--- src/rtl/lms_adapt_ctrl.sv ---
// lms_adapt_ctrl: training sequencer for the FIR/LMS equalizer.
//   Generates the symbol-rate strobe, issues the one-shot coefficient
//   force-load, gates LMS adaptation during training and watches the
//   error magnitude to declare convergence or timeout.
// Ports:
//   clkA, reset              clock, asynchronous active-high reset
//   i_start/i_abort          start (retrain) / return to IDLE (abort wins)
//   i_load_req               force-load coefficients before training
//   i_sym_div                clocks per symbol minus 1 (used live)
//   i_train_len/i_err_thr/i_conv_len  training config, latched at start
//   i_error                  signed LMS error, valid with o_sym_en
//   o_sym_en/o_adapt_en/o_coeff_load  strobes and enables to FIR/LMS
//   o_busy/o_converged/o_timeout/o_state/o_sym_cnt  status
module lms_adapt_ctrl #(
  parameter int NBe       = 9,
  parameter int DIV_BITS  = 4,
  parameter int NCNT      = 16,
  parameter int CONV_BITS = 8
) (
  input  logic                  clkA,
  input  logic                  reset,
  input  logic                  i_start,
  input  logic                  i_abort,
  input  logic                  i_load_req,
  input  logic [DIV_BITS-1:0]   i_sym_div,
  input  logic [NCNT-1:0]       i_train_len,
  input  logic [NBe-2:0]        i_err_thr,
  input  logic [CONV_BITS-1:0]  i_conv_len,
  input  logic signed [NBe-1:0] i_error,
  output logic                  o_sym_en,
  output logic                  o_adapt_en,
  output logic                  o_coeff_load,
  output logic                  o_busy,
  output logic                  o_converged,
  output logic                  o_timeout,
  output logic [2:0]            o_state,
  output logic [NCNT-1:0]       o_sym_cnt
);

  typedef enum logic [2:0] {
    ST_IDLE  = 3'd0,
    ST_LOAD  = 3'd1,
    ST_TRAIN = 3'd2,
    ST_TRACK = 3'd3,
    ST_FAIL  = 3'd4
  } state_t;

  state_t                state_q, state_d;
  logic [DIV_BITS-1:0]   div_q, div_d;
  logic [NCNT-1:0]       sym_cnt_q, sym_cnt_d;
  logic [NCNT-1:0]       train_len_q, train_len_d;
  logic [NBe-2:0]        thr_q, thr_d;
  logic [CONV_BITS-1:0]  conv_len_q, conv_len_d;
  logic [CONV_BITS-1:0]  run_q, run_d;
  logic                  conv_q, conv_d;
  logic                  tout_q, tout_d;

  logic                  counting;
  logic                  sym_en;
  logic                  accept;
  logic [NBe-2:0]        err_mag;
  logic [CONV_BITS-1:0]  conv_need;
  logic [CONV_BITS-1:0]  run_next;
  logic [NCNT-1:0]       cnt_next;

  assign counting = state_q inside {ST_TRAIN, ST_TRACK, ST_FAIL};
  // div_q >= i_sym_div (not ==) so a live lowering of the divisor below
  // the current count strobes immediately instead of wrapping the counter.
  assign sym_en   = counting && (div_q >= i_sym_div);
  assign accept   = i_start && !i_abort && (state_q inside {ST_IDLE, ST_TRACK, ST_FAIL});

  // Saturating magnitude: the most negative code maps to the largest
  // positive value; otherwise two's-complement negate on the low bits.
  always_comb begin
    if (!i_error[NBe-1])
      err_mag = i_error[NBe-2:0];
    else if (i_error[NBe-2:0] == '0)
      err_mag = '1;
    else
      err_mag = ~i_error[NBe-2:0] + (NBe-1)'(1);
  end

  assign conv_need = (conv_len_q == '0) ? CONV_BITS'(1) : conv_len_q;
  assign run_next  = (err_mag < thr_q) ? run_q + CONV_BITS'(1) : '0;
  assign cnt_next  = (&sym_cnt_q) ? sym_cnt_q : sym_cnt_q + NCNT'(1);

  always_comb begin
    state_d     = state_q;
    div_d       = div_q;
    sym_cnt_d   = sym_cnt_q;
    train_len_d = train_len_q;
    thr_d       = thr_q;
    conv_len_d  = conv_len_q;
    run_d       = run_q;
    conv_d      = conv_q;
    tout_d      = tout_q;

    if (i_abort) begin
      state_d   = ST_IDLE;
      div_d     = '0;
      sym_cnt_d = '0;
      run_d     = '0;
      conv_d    = 1'b0;
      tout_d    = 1'b0;
    end else if (accept) begin
      train_len_d = i_train_len;
      thr_d       = i_err_thr;
      conv_len_d  = i_conv_len;
      div_d       = '0;
      sym_cnt_d   = '0;
      run_d       = '0;
      conv_d      = 1'b0;
      tout_d      = 1'b0;
      state_d     = i_load_req ? ST_LOAD : ST_TRAIN;
    end else begin
      if (counting)
        div_d = sym_en ? '0 : div_q + DIV_BITS'(1);
      case (state_q)
        ST_LOAD: state_d = ST_TRAIN;
        ST_TRAIN: begin
          if (sym_en) begin
            run_d     = run_next;
            sym_cnt_d = cnt_next;
            // Convergence is tested first so it wins over a coincident timeout.
            if (run_next >= conv_need) begin
              state_d = ST_TRACK;
              conv_d  = 1'b1;
            end else if ((train_len_q != '0) && (cnt_next == train_len_q)) begin
              state_d = ST_FAIL;
              tout_d  = 1'b1;
            end
          end
        end
        default: ;
      endcase
    end
  end

  always_ff @(posedge clkA or posedge reset) begin
    if (reset) begin
      state_q     <= ST_IDLE;
      div_q       <= '0;
      sym_cnt_q   <= '0;
      train_len_q <= '0;
      thr_q       <= '0;
      conv_len_q  <= '0;
      run_q       <= '0;
      conv_q      <= 1'b0;
      tout_q      <= 1'b0;
    end else begin
      state_q     <= state_d;
      div_q       <= div_d;
      sym_cnt_q   <= sym_cnt_d;
      train_len_q <= train_len_d;
      thr_q       <= thr_d;
      conv_len_q  <= conv_len_d;
      run_q       <= run_d;
      conv_q      <= conv_d;
      tout_q      <= tout_d;
    end
  end

  assign o_sym_en     = sym_en;
  assign o_adapt_en   = sym_en && (state_q == ST_TRAIN);
  assign o_coeff_load = (state_q == ST_LOAD);
  assign o_busy       = (state_q == ST_LOAD) || (state_q == ST_TRAIN);
  assign o_converged  = conv_q;
  assign o_timeout    = tout_q;
  assign o_state      = state_q;
  assign o_sym_cnt    = sym_cnt_q;

endmodule

--- config.mk ---
export PLATFORM = sky130hd
export DESIGN_NAME = lms_adapt_ctrl
export DESIGN_NICKNAME = d
export VERILOG_FILES = /design/src/rtl/lms_adapt_ctrl.sv
export SDC_FILE = /design/constraint.sdc
export NUM_CORES = 1
export LEC_CHECK = 0
export ABC_AREA = 1
export BUFFER_PORTS_ARGS = -buffer_cell sky130_fd_sc_hd__buf_2
export CAP_MARGIN = 15
export CORE_UTILIZATION = 40
export CTS_CLUSTER_DIAMETER = 40
export CTS_CLUSTER_SIZE = 10
export DETAILED_ROUTE_END_ITERATION = 10
export GPL_ROUTABILITY_DRIVEN = 0
export SLEW_MARGIN = 40
export SYNTH_ARGS = -nofsm -noshare
export SYNTH_HDL_FRONTEND = slang
export SYNTH_SLANG_ARGS = --single-unit
--- constraint.sdc ---
create_clock -name clkA -period 8.6 [get_ports clkA]
set_input_delay 0.86 -clock clkA [delete_from_list [all_inputs] [get_ports clkA]]
set_output_delay 0.86 -clock clkA [all_outputs]
set_load 0.005 [all_outputs]
==> flow_summary.yaml <==
cells_and_area:
  diodes: 0
  final_util: 0.483
  stdcell_count: 840
  fill_cells: 1087
  fin_nets: 773
  design_area_um2: 5060
  areaGrowthSynthToFinish_pct: 15.3
  final_common_cell: "nand2_1"
  layout-drive-gt1-share: 0.161
  final_cell_mix: "nand2_1 (190), inv_1 (91), buf_2 (74)"
yosys:
  syn_avg_cell_area_um2: 7.02
  syn_nets: 698
  netlist_instances: 625
  synthTopCellsByArea: "dfrtp_1 (37%), nand2_1 (16%), inv_1 (7.9%)"
  synth_ff_type: "dfrtp_1"
  synth_cell_types: 38
  syn_area_um2: 4390
  netlist.area_leader.share: 0.371
  ys_seq_area_frac: 0.371
  synth-seq-cells: 65
  synth-edff-count: 0
  yosysWarnings: 0
  synth_area_leader_cell: "dfrtp_1"
  synth-async-reset-ratio: 1.00
clock_tree:
  cts_made_buffers: 9
  postCtsHoldBufs: 0
  cts_setup_buffers: 0
  clk_path_buf_depth: 2
  cts_resized: 0
  tritoncts: "done"
  path_clk_slew_ns: 0.07
  clock_sinks: 65
  clkLatencyLatePin_ns: 0.35
  cts-root-buf: "clkbuf_8"
  cts_htree_levels: 3
min_path:
  hold_path.class: "reg2reg"
routing:
  wirelength_mm: 11.3
  wl_per_cell_um: 13.4
  postRouteAntennaNets: 0
  drc_errors: 0
  via_per_inst: 5.03
  drt-pass1-iter-count: 5
  num_vias: 4222
  drt_iter0_drc: 226
global_routing:
  grt_max_degree: 66
  antenna_found_initial: 0
  grt_pass1_vias: 4070
  grt_usage: 0.212
  grt_pass1_wl_mm: 19.1
  grt_overflow_total: 0
timing:
  period_minus_slack_ns: 4.96
  setup_viol: 0
  tightest_slew_ns: 0.684
  tns_ns: 0
  holdWs_ns: 0.517
  max_freq_mhz: 202
  rsz0062_at_grt: "no"
  worst_slack_ns: 3.64
  skew_ns: 0.0104
  finalHoldViolCount: 0
  slew_headroom: 0.544
  slew_viol_final: 0
  fin_crit_sh: 0.576
floorplan:
  boundaryPins: 75
  core_area_um2: 10500
  dieWidth_um: 107
  initial_core_util: 0.419
  fp.dieH_um: 107
  die_area_um2: 11400
  rows: 37
placed_design:
  dp_slack_ns: 3.39
  placed_cells: 825
  place_area_um2: 4890
  port_buffers: 74
  post-dp-hpwl_mm: 8.65
outcome:
  status: "finished, final reports clean"
critical_path:
  end_kind: "register"
  cp_data_required_time_ns: 8.89
  cp_data_arrival_time_ns: 5.25
  crit_path_max_fanout: 10
  cp-start-kind: "input pin"
  criticalPathCategory: "in2reg"
power_and_ir_drop:
  swShare: 0.406
  power_frac_seq: 0.407
  p_per_area_nw_per_um2: 220
  combPwrFrac: 0.386
  clock_power_share: 0.207
  power_mw: 1.11
  power_leakage_nw: 2.74
  p_switching_mw: 0.451
  p_int_mw: 0.660
  ir_drop_mv: 0.0936
job:
  cap_violations: 0
critical path: stages:
cell and delay [ns]:
buf_2 0.10, inv_1 0.06, ha_1 0.14, inv_1 0.05, nor3_1 0.26, nand3_1 0.20
nor3_2 0.19, nand2_1 0.19, a21boi_0 0.17, o21ai_0 0.08, ha_1 0.28, nand2_1 0.10
nor2_1 0.06, a211oi_2 0.53, nand2_2 0.20, nor2_1 0.17, ha_1 0.27, a21oi_1 0.14
o21ai_0 0.08, nand2_1 0.07, o2111ai_1 0.20, or2_2 0.36, nor2_1 0.16, nand2_2 0.11
nand2_2 0.09, nand2_1 0.06, nand2_1 0.06
routing by layer:
metal | up-vias | track usage | routed length, µm
met3 | 19 | 0.0267 | 470
met2 | 101 | 0.352 | 5320
met5 | - | 0 | 0
met4 | 0 | 0.0793 | 209
met1 | 1936 | 0.281 | 5270
li1 | 2166 | - | -
final timing paths:
kind | from | end | slack (ns) | cells after the start
worst max-delay path | i_error[0] | o_state[0]$_DFFE_PP0P_ | 3.64 | 27
worst min-delay path | o_converged$_DFFE_PP0P_ | o_converged$_DFFE_PP0P_ | 0.52 | 2
worst max register to register | thr_q[5]$_DFFE_PP0P_ | o_state[0]$_DFFE_PP0P_ | 5.20 | 18
worst min register to register | o_converged$_DFFE_PP0P_ | o_converged$_DFFE_PP0P_ | 0.52 | 2
max in group asynchronous | reset | train_len_q[6]$_DFFE_PP0P_ | 7.52 | 3
min in group asynchronous | reset | train_len_q[14]$_DFFE_PP0P_ | 0.65 | 3
power by group through the flow:
stage          Clock, mW  Combinational [mW]  Sequential [mW]
2_1_floorplan          0               0.321            0.435
6_report           0.230               0.429            0.452
4_1_cts            0.236               0.430            0.452
5_1_grt            0.249               0.501            0.463
3_3_place_gp           0               0.415            0.457
3_5_place_dp           0               0.427            0.458
cell usage after synthesis, types with 2 or more instances:
library cell / n
nand4_1: 22
nand2_1: 190
a21oi_1: 14
clkbuf_1: 7
nor2_2: 3
dfrtp_1: 65
nand3_2: 4
or2_2: 3
inv_1: 92
nor2_1: 57
o21ai_1: 6
nand2_2: 6
o22ai_1: 4
buf_2: 3
a32o_1: 2
ha_1: 23
nand3_1: 34
nor3_1: 8
nor2_4: 2
o21ai_0: 45
xor2_1: 11
nor4_1: 5
nand3b_1: 4
kinds of logic (layout without fill, tap and decap cells):
| kind of cell | count (synthesis) | in the layout | share of synthesized area |
|---|---|---|---|
| XOR/XNOR | 13 | 13 | 0.0291 |
| buffers and inverters | 106 | 185 | 0.0936 |
| adder cells (fa/ha/maj) | 23 | 23 | 0.0656 |
| flip-flops | 65 | 65 | 0.371 |
| AND/OR/NAND/NOR | 340 | 340 | 0.343 |
| AO/OA/AOI/OAI | 78 | 78 | 0.0978 |
registers in the layout, indices dropped and copies added (netlist names):
| name | flops |
|---|---|
| conv_len_q | 8 |
| div_q | 4 |
| o_converged | 1 |
| o_state | 3 |
| o_sym_cnt | 16 |
| o_timeout | 1 |
| run_q | 8 |
| thr_q | 8 |
| train_len_q | 16 |
cell type report:
class                           count  area (µm²)  share of cell area
Sequential cell                    65        1630               0.322
Tap cell                          136         170              0.0336
Clock buffer                       12         145              0.0287
Inverter                           95         359              0.0710
Multi-Input combinational cell    454        2360               0.466
Timing Repair Buffer               75         382              0.0755
Clock inverter                      3        17.5             0.00346
Power figures use the tool's default switching activity.
